===== config.mk =====
export PLATFORM = sky130hd
export DESIGN_NAME = lamp_conflict_monitor
export DESIGN_NICKNAME = d
export VERILOG_FILES = /design/src/rtl/lamp_conflict_monitor_pkg.sv /design/src/rtl/lamp_conflict_monitor_check.sv /design/src/rtl/lamp_conflict_monitor.sv
export SDC_FILE = /design/constraint.sdc
export NUM_CORES = 1
export LEC_CHECK = 0
export CORE_MARGIN = 2
export CORE_UTILIZATION = 30
export CTS_BUF_LIST = sky130_fd_sc_hd__clkbuf_2 sky130_fd_sc_hd__clkbuf_4 sky130_fd_sc_hd__clkbuf_8
export DETAILED_ROUTE_END_ITERATION = 12
export GPL_TIMING_DRIVEN = 1
export MAX_ROUTING_LAYER = met4
export REMOVE_ABC_BUFFERS = 1
export SLEW_MARGIN = 40
export SYNTH_ARGS = -nofsm -noshare
export SYNTH_HDL_FRONTEND = slang
export SYNTH_SLANG_ARGS = --single-unit

===== constraint.sdc =====
create_clock -name clk -period 2.9 [get_ports clk]
set_input_delay 0.87 -clock clk [delete_from_list [all_inputs] [get_ports clk]]
set_output_delay 0.87 -clock clk [all_outputs]
set_load 0.005 [all_outputs]

===== src/rtl/lamp_conflict_monitor_pkg.sv =====
// traffic_lamp_pkg: shared lamp encoding, controller state encoding and
// fault-class bit positions for the lamp output stage and its checkers.
// Ports: none (package only).
package traffic_lamp_pkg;

   // Lamp vector bit positions
   localparam int MAIN_R = 6;
   localparam int MAIN_Y = 5;
   localparam int MAIN_G = 4;
   localparam int SIDE_R = 3;
   localparam int SIDE_Y = 2;
   localparam int SIDE_G = 1;
   localparam int WALK   = 0;

   localparam logic [6:0] ALL_RED = 7'b1001000;

   typedef enum logic [1:0] {
      ST_STARTUP = 2'd0,
      ST_NORMAL  = 2'd1,
      ST_FAULT   = 2'd2
   } state_t;

   // fault_code bit positions: {c2,c1,c0}
   localparam int FC_C0 = 0;   // a direction is not exactly one of R/Y/G
   localparam int FC_C1 = 1;   // both directions non-red
   localparam int FC_C2 = 2;   // walk while any direction non-red

   // Flashing all-red pattern; phase=1 lights both reds
   function automatic logic [6:0] flash_pattern(input logic phase);
      return {phase, 2'b00, phase, 3'b000};
   endfunction

endpackage


===== src/rtl/lamp_conflict_monitor_check.sv =====
// lamp_conflict_check: purely combinational classifier of a lamp vector into
// conflict classes {c2,c1,c0}.
// Ports: leds (7-bit lamp vector in), cls (3-bit conflict classes out).
module lamp_conflict_check
   import traffic_lamp_pkg::*;
(
   input  logic [6:0] leds,
   output logic [2:0] cls
);

   logic main_one_hot;
   logic side_one_hot;
   logic main_non_red;
   logic side_non_red;

   // Exactly one of three: odd parity excluding the all-three case
   assign main_one_hot = (leds[MAIN_R] ^ leds[MAIN_Y] ^ leds[MAIN_G]) &
                         ~(leds[MAIN_R] & leds[MAIN_Y] & leds[MAIN_G]);
   assign side_one_hot = (leds[SIDE_R] ^ leds[SIDE_Y] ^ leds[SIDE_G]) &
                         ~(leds[SIDE_R] & leds[SIDE_Y] & leds[SIDE_G]);

   // Non-red means any amber or green aspect is lit
   assign main_non_red = leds[MAIN_Y] | leds[MAIN_G];
   assign side_non_red = leds[SIDE_Y] | leds[SIDE_G];

   always_comb begin
      cls        = 3'b000;
      cls[FC_C0] = ~main_one_hot | ~side_one_hot;
      cls[FC_C1] = main_non_red & side_non_red;
      cls[FC_C2] = leds[WALK] & (main_non_red | side_non_red);
   end

endmodule


===== src/rtl/lamp_conflict_monitor.sv =====
// lamp_conflict_monitor: lamp output stage behind the traffic FSM. Holds
// all-red for a startup interval, passes legal vectors with one cycle of
// latency, holds the last good vector on conflict, and latches a flashing
// all-red fault after FAULT_PERSIST consecutive conflicting cycles.
// Ports: clk, Reset_Sync (sync active-high), oneHz_enable (tick), LEDs_in[6:0]
//        -> lamps[6:0], fault, fault_code[2:0] (all registered).
module lamp_conflict_monitor
   import traffic_lamp_pkg::*;
#(
   parameter int STARTUP_TICKS    = 3,
   parameter int FAULT_PERSIST    = 2,
   parameter int FLASH_HALF_TICKS = 1
)(
   input  logic       clk,
   input  logic       Reset_Sync,
   input  logic       oneHz_enable,
   input  logic [6:0] LEDs_in,
   output logic [6:0] lamps,
   output logic       fault,
   output logic [2:0] fault_code
);

   localparam int TW = 8;

   state_t        state, state_nx;
   logic [3:0]    persist, persist_nx;
   logic [TW-1:0] tick_cnt, tick_nx;
   logic          phase, phase_nx;
   logic [6:0]    lamps_nx;
   logic          fault_nx;
   logic [2:0]    code_nx;
   logic [2:0]    cls;
   logic          conflict;
   logic          trip;

   lamp_conflict_check u_check (
      .leds (LEDs_in),
      .cls  (cls)
   );

   assign conflict = |cls;
   // FAULT is latched, so conflicts there are irrelevant
   assign trip = conflict && (persist == 4'(FAULT_PERSIST - 1)) && (state != ST_FAULT);

   always_ff @(posedge clk) begin
      if (Reset_Sync) begin
         state      <= ST_STARTUP;
         lamps      <= ALL_RED;
         fault      <= 1'b0;
         fault_code <= 3'b000;
         persist    <= 4'd0;
         tick_cnt   <= '0;
         phase      <= 1'b0;
      end else begin
         state      <= state_nx;
         lamps      <= lamps_nx;
         fault      <= fault_nx;
         fault_code <= code_nx;
         persist    <= persist_nx;
         tick_cnt   <= tick_nx;
         phase      <= phase_nx;
      end
   end

   always_comb begin
      state_nx   = state;
      lamps_nx   = lamps;
      fault_nx   = fault;
      code_nx    = fault_code;
      tick_nx    = tick_cnt;
      phase_nx   = phase;
      persist_nx = 4'd0;

      if (state != ST_FAULT && conflict)
         persist_nx = (persist == 4'hF) ? persist : persist + 4'd1;

      case (state)
         ST_STARTUP: begin
            lamps_nx = ALL_RED;
            if (STARTUP_TICKS == 0) begin
               state_nx = ST_NORMAL;
            end else if (oneHz_enable) begin
               if (tick_cnt == TW'(STARTUP_TICKS - 1)) begin
                  state_nx = ST_NORMAL;
                  tick_nx  = '0;
               end else begin
                  tick_nx = tick_cnt + 1'b1;
               end
            end
         end
         ST_NORMAL: begin
            // Conflicting requests never reach the lamps: keep last good
            if (!conflict)
               lamps_nx = LEDs_in;
         end
         ST_FAULT: begin
            if (oneHz_enable) begin
               if (tick_cnt == TW'(FLASH_HALF_TICKS - 1)) begin
                  phase_nx = ~phase;
                  tick_nx  = '0;
               end else begin
                  tick_nx = tick_cnt + 1'b1;
               end
            end
            lamps_nx = flash_pattern(phase_nx);
         end
         default: begin
            state_nx = ST_FAULT;
            fault_nx = 1'b1;
            phase_nx = 1'b1;
            tick_nx  = '0;
            lamps_nx = flash_pattern(1'b1);
         end
      endcase

      // Trip overrides startup completion; a coincident tick is discarded
      if (trip) begin
         state_nx = ST_FAULT;
         fault_nx = 1'b1;
         code_nx  = cls;
         phase_nx = 1'b1;
         tick_nx  = '0;
         lamps_nx = flash_pattern(1'b1);
      end
   end

endmodule


==> qor.yml, run 1 <==
fmax_mhz: 393
area_growth_pct: 22.6
die_w_um: 74.4
ys_ff_latch: 26
crit_fanout: 11
avgRoutedWirePerCell_um: 11.9
die_y_um: 74.4
drive_above_1_share: 0.110
route.detailed.drc: 0
syn_area_um2: 1490
slowest_delay_ns: 0.44
period_needed_ns: 2.54
grt_first_pass_wirelength_mm: 5.32
grt_usage: 0.126
reg2reg_setup_slack_ns: 1.10
cp_data_required_time_ns: 3.07
start_util: 0.313
endpoint_kind: "flip-flop"
ys_warn_count: 0
clock_latency_ns: 0.27
cts_resized: 0
totalWireLength_mm: 3.06
first_pass_iters: 4
synthDistinctLibCells: 45
finalSetupTns_ns: 0
nFillCells: 530
drtAntennaViolNets: 0
gp_congestion: 0.731
die-area_um2: 5540
grt_overflow: 0
skew_ns: 0.00197
mostFrequentLayoutCell: "dfxtp_1"
arrival_ns: 2.71
worstMarginPinSlew_ns: 0.539
rsz0062_at_grt: "false"
crit_slowest_cell: "clkdlybuf4s50_1"
drt_iter0_drc: 23
cts_max_level: 1
numCtsBuffers: 3
num_vias: 1251
drv_cap: 0
post-cts-setup-buffers: 0
cts_buffer_depth: 2
cts_tree: "yes"
ir_worst_vdd_mv: 0.328
grt_start_max_net_pins: 16
synth_cells: 170
antenna_cells: 0
layout_common_cells: "dfxtp_1, clkdlybuf4s50_1, nand2_1"
core-area_um2: 4750
clkSinkCount: 26
crit_type: "in -> reg"
relSlewSlack: 0.630
hold_class: "reg -> reg"
ff_latch_area_um2: 520
p_per_area_nw_per_um2: 593
yosysSeqAreaShare: 0.350
pre_cts_ws_ns: 0.0631
final.period_utilization: 0.877
start_kind: "input pin"
multiInputGateArea_um2: 907
fin_ws_ns: 0.356
cts_root_buffer: "clkbuf_8"
power_mw: 1.08
setup_violations: 0
grt_antenna_before_repair: 0
drv_slew: 0
path_cells: "clkdlybuf4s50_1 > ha_1 > nor3b_2 > o22ai_4 > o21ai_4 > nand2b_2 > o21bai_1"
outcome: "complete, no violations"
rows: 25
power.leakage_nw: 0.627
cts.clk_slew.worst_paths_ns: 0.09
io_pins: 21
hold_buffers: 0
hold_viol: 0
port_buffers: 20
grt_pass1_vias: 1213
via_per_inst: 4.85
syn_avg_cell_area_um2: 8.75
nNetsFinal: 212
dp_hpwl_mm: 2.39
logic make-up after synthesis:
logic type	after synthesis	synth area share
buffers and inverters	12	0.0404
AND/OR/NAND/NOR	80	0.310
flip-flops	26	0.350
XOR/XNOR	5	0.0294
adder cells (fa/ha/maj)	10	0.0841
AO/OA/AOI/OAI	33	0.158
multiplexers	4	0.0278
synth_stat cells, drive strengths merged:
library cell | instances | share of area
a211oi | 4 | 0.024
a21boi | 1 | 0.0050
a21oi | 14 | 0.050
a31oi | 4 | 0.017
and2b | 1 | 0.0067
and3 | 2 | 0.0084
buf | 4 | 0.020
clkbuf | 1 | 0.0025
dfxtp | 26 | 0.35
ha | 10 | 0.084
inv | 7 | 0.018
mux2 | 1 | 0.0076
mux2i | 3 | 0.020
nand2 | 18 | 0.045
nand2b | 2 | 0.010
nand3 | 12 | 0.040
nand3b | 4 | 0.020
nand4 | 3 | 0.013
nand4b | 1 | 0.0059
nor2 | 14 | 0.037
nor2b | 2 | 0.0084
nor3 | 9 | 0.040
nor3b | 7 | 0.046
nor4 | 1 | 0.0084
o2111ai | 1 | 0.0059
o21ai | 3 | 0.018
o21bai | 2 | 0.010
o22a | 1 | 0.0059
o22ai | 2 | 0.018
o41ai | 1 | 0.0059
or2 | 2 | 0.0084
or3 | 2 | 0.012
xnor2 | 3 | 0.018
xor2 | 2 | 0.012
registers in the layout, summed over array words and instances (netlist names):
register	flops
tick_cnt	8
lamps	7
persist	4
fault_code	3
state	2
fault	1
phase	1
metrics by stage:
step	instance area, µm²	hold slack, ns	std cells	util
floorplan	1450	0.442	165	-
global placement	1750	0.445	254	0.369
detailed placement	1750	0.447	254	0.369
CTS	1820	0.460	258	0.384
global route	1820	0.490	258	0.384
finish	1820	0.456	258	0.384
per-layer routing:
layer / vias up / wire (µm) / part of all wire / global-route usage
met3: 2 / 90 / 0.029 / 0.0285
met1: 581 / 1580 / 0.51 / 0.161
met4: 0 / 44 / 0.014 / 0.0417
li1: 647 / - / - / -
met5: - / 0 / 0 / -
met2: 21 / 1350 / 0.44 / 0.199
worst max-delay path, delay by kind of cell:
kind	cells	cell delay, ns
AND/OR/NAND/NOR	2	0.46
buffers and inverters	1	0.44
adder cells (fa/ha/maj)	1	0.33
AO/OA/AOI/OAI	3	0.62
worst paths after layout:
check	startpoint	to	cells after the start
worst max register to register	state[0]	fault_code[1]	7
worst min register to register	fault_code[1]	fault_code[1]	2
worst min-delay path	fault_code[1]	fault_code[1]	2
worst max-delay path	LEDs_in[5]	lamps[3]	7
area by class of cell:
cell class / instances / share of cell area
inverters: 7 / 0.0144
clock inverters: 1 / 0.0165
flip-flops and latches: 26 / 0.285
clock buffers: 3 / 0.0226
multi-input cells: 132 / 0.497
repair buffers: 22 / 0.118
well taps: 67 / 0.0460
report_power, final:
group,internal (mW),switching [mW]
Sequential,0.400,0.0383
Combinational,0.156,0.185
Clock,0.185,0.119
Total,0.740,0.342
(Power assumes the default switching activity.)
==> run 2, diff against run 1 <==
Settings changed: CELL_PAD_IN_SITES_DETAIL_PLACEMENT set to 1, CELL_PAD_IN_SITES_GLOBAL_PLACEMENT set to 1, PLACE_DENSITY_LB_ADDON set to 0.1.
==> run 2 against run 1 <==
  * Total power is 7.4% lower
  * Clock power shrank 31%
  * Sequential cell count unchanged
  * Cell count fell by 0.39%
  * Clock-buffer cell count is the same
==> qor.yml, run 2 (same netlist as run 1, synthesis figures left out) <==
cts_root_buffer: "clkbuf_8"
cts_tree: "yes"
setup_violations: 0  # unchanged
area_growth_pct: 20.6
p_per_area_nw_per_um2: 558  # -5.9%
crit_type: "in -> reg"
hold_viol: 0  # unchanged
drt_iter0_drc: 47  # +100%
nNetsFinal: 212  # unchanged
largestRegisters: "tick_cnt (8), lamps (7), persist (4)"
mostFrequentLayoutCell: "dfxtp_1"
grt_start_max_net_pins: 14  # -2
start_util: 0.313  # unchanged
crit_fanout: 6  # -5
dp_hpwl_mm: 2.88  # +21%
hold_buffers: 0  # unchanged
route.detailed.drc: 0  # unchanged
fin_ws_ns: 0.296  # -0.0599 ns
slowest_delay_ns: 0.45  # about the same
pre_cts_ws_ns: -0.0113  # -0.0744 ns
grt_first_pass_wirelength_mm: 6.31  # +19%
path_cells: "clkdlybuf4s50_1 > ha_1 > nor3b_2 > o22ai_4 > or2_1 > a211oi_1 > o21bai_1"
via_per_inst: 5.01  # +3.3%
ir_worst_vdd_mv: 0.249  # -24%
port_buffers: 20  # unchanged
power.leakage_nw: 0.613  # -2.3%
top_register: "tick_cnt"
cts_max_level: 1  # unchanged
numCtsBuffers: 3  # unchanged
drv_cap: 0  # unchanged
drive_above_1_share: 0.105  # -0.00468
first_pass_iters: 4  # unchanged
arrival_ns: 2.76  # +0.05 ns
endpoint_kind: "flip-flop"
p_int_mw: 0.650  # -12%
die-area_um2: 5540  # unchanged
skew_ns: 0.00560  # +0.00363 ns
clkSinkCount: 26  # unchanged
avgRoutedWirePerCell_um: 14.4  # +21%
post-route-util: 0.377  # -0.00632
grt_antenna_before_repair: 0  # unchanged
clock_latency_ns: 0.27  # about the same
drv_slew: 0  # unchanged
start_kind: "input pin"
placed_cell_area_um2: 1750  # unchanged
gp_congestion: 0.752  # +3.0%
die_y_um: 74.4  # unchanged
reg2reg_setup_slack_ns: 1.07  # -0.03 ns
outcome: "complete, no violations"
layout_common_cells: "dfxtp_1, clkdlybuf4s50_1, nand2_1"
num_vias: 1287  # +2.9%
post-cts-setup-buffers: 0  # unchanged
power.share.clock: 0.208  # -0.072
core-area_um2: 4750  # unchanged
swShare: 0.351  # +0.0349
grt_usage: 0.152  # +0.0251
cp_data_required_time_ns: 3.06  # about the same
grt_overflow: 0  # unchanged
crit_path_end: "lamps[3]"
drtAntennaViolNets: 0  # unchanged
relSlewSlack: 0.580  # -0.0498
die_w_um: 74.4  # unchanged
hold_class: "reg -> reg"
final.period_utilization: 0.898  # +0.0206
fmax_mhz: 384  # -2.3%
io_pins: 21  # unchanged
largest_reg_flops: 8  # unchanged
totalWireLength_mm: 3.70  # +21%
cts.clk_slew.worst_paths_ns: 0.09  # about the same
r2r_end: "fault_code[1]"
p_sw_mw: 0.351  # +2.8%
power_frac_seq: 0.439  # +0.034
cts_buffer_depth: 2  # unchanged
crit_slowest_cell: "clkdlybuf4s50_1"
worstMarginPinSlew_ns: 0.612  # +0.0726 ns
r2r_start: "state[0]"
grt_pass1_vias: 1355  # +12%
cts_resized: 0  # unchanged
reg2regPathDepth: 7  # unchanged
startpoint: "LEDs_in[5]"
antenna_cells: 0  # unchanged
rows: 25  # unchanged
hold_ws_ns: 0.463  # +0.00748 ns
design_area_um2: 1790  # -1.6%
period_needed_ns: 2.60  # +0.0599 ns
p_comb_frac: 0.353  # +0.039
rsz0062_at_grt: "false"
==> run 2: changes by cell type in the layout (fill, tap and decap cells not counted), sizes merged <==
cell and delta:
bufinv -1
==> run 2: worst max-delay path: cells and delay by family <==
family	cells	cell delay, ns
buffers and inverters	1	0.45
AND/OR/NAND/NOR	2	0.57
AO/OA/AOI/OAI	3	0.52
adder cells (fa/ha/maj)	1	0.34
==> run 2: layout make-up <==
cell class                 instances  area [µm²]
clock buffer                       3        41.3
timing repair buffer              22         215
sequential                        26         520
tap                               67        83.8
inverter                           7        26.3
fill                             586        2960
multi-input combinational        132         907
==> run 2: metal layers <==
layer | track usage | wire length (µm)
met1 | 0.193 | 1820
met2 | 0.250 | 1790
met3 | 0.0244 | 69
met4 | 0.0397 | 22
met5 | - | 0
==> run 2: power by group through the flow <==
stage          sequential, mW  combinational [mW]  clock, mW
6_report                0.440               0.353      0.208
4_1_cts                 0.440               0.361      0.219
2_1_floorplan           0.440               0.231          0
3_5_place_dp            0.448               0.358          0
5_1_grt                 0.447               0.394      0.236
3_3_place_gp            0.444               0.346          0
==> run 2: worst min path at each step <==
| stage | startpoint | endpoint | slack [ns] | depth (start not counted) |
|---|---|---|---|---|
| floorplan | fault_code[1] | fault_code[1] | 0.44 | 2 |
| global placement | lamps[4] | lamps[4] | 0.44 | 2 |
| detailed placement | lamps[5] | lamps[5] | 0.45 | 2 |
| CTS | lamps[4] | lamps[4] | 0.47 | 2 |
| global route | fault_code[0] | fault_code[0] | 0.49 | 2 |
| finish | fault_code[1] | fault_code[1] | 0.46 | 2 |
==> run 2: stage by stage <==
step / setup TNS, ns / power [mW] / instances
after floorplan: 0 / 0.671 / 165
after global placement: 0 / 0.790 / 254
after detailed placement: -0.0113 / 0.807 / 254
after CTS: 0 / 1.02 / 257
after global routing: 0 / 1.08 / 257
final: 0 / 1.00 / 257
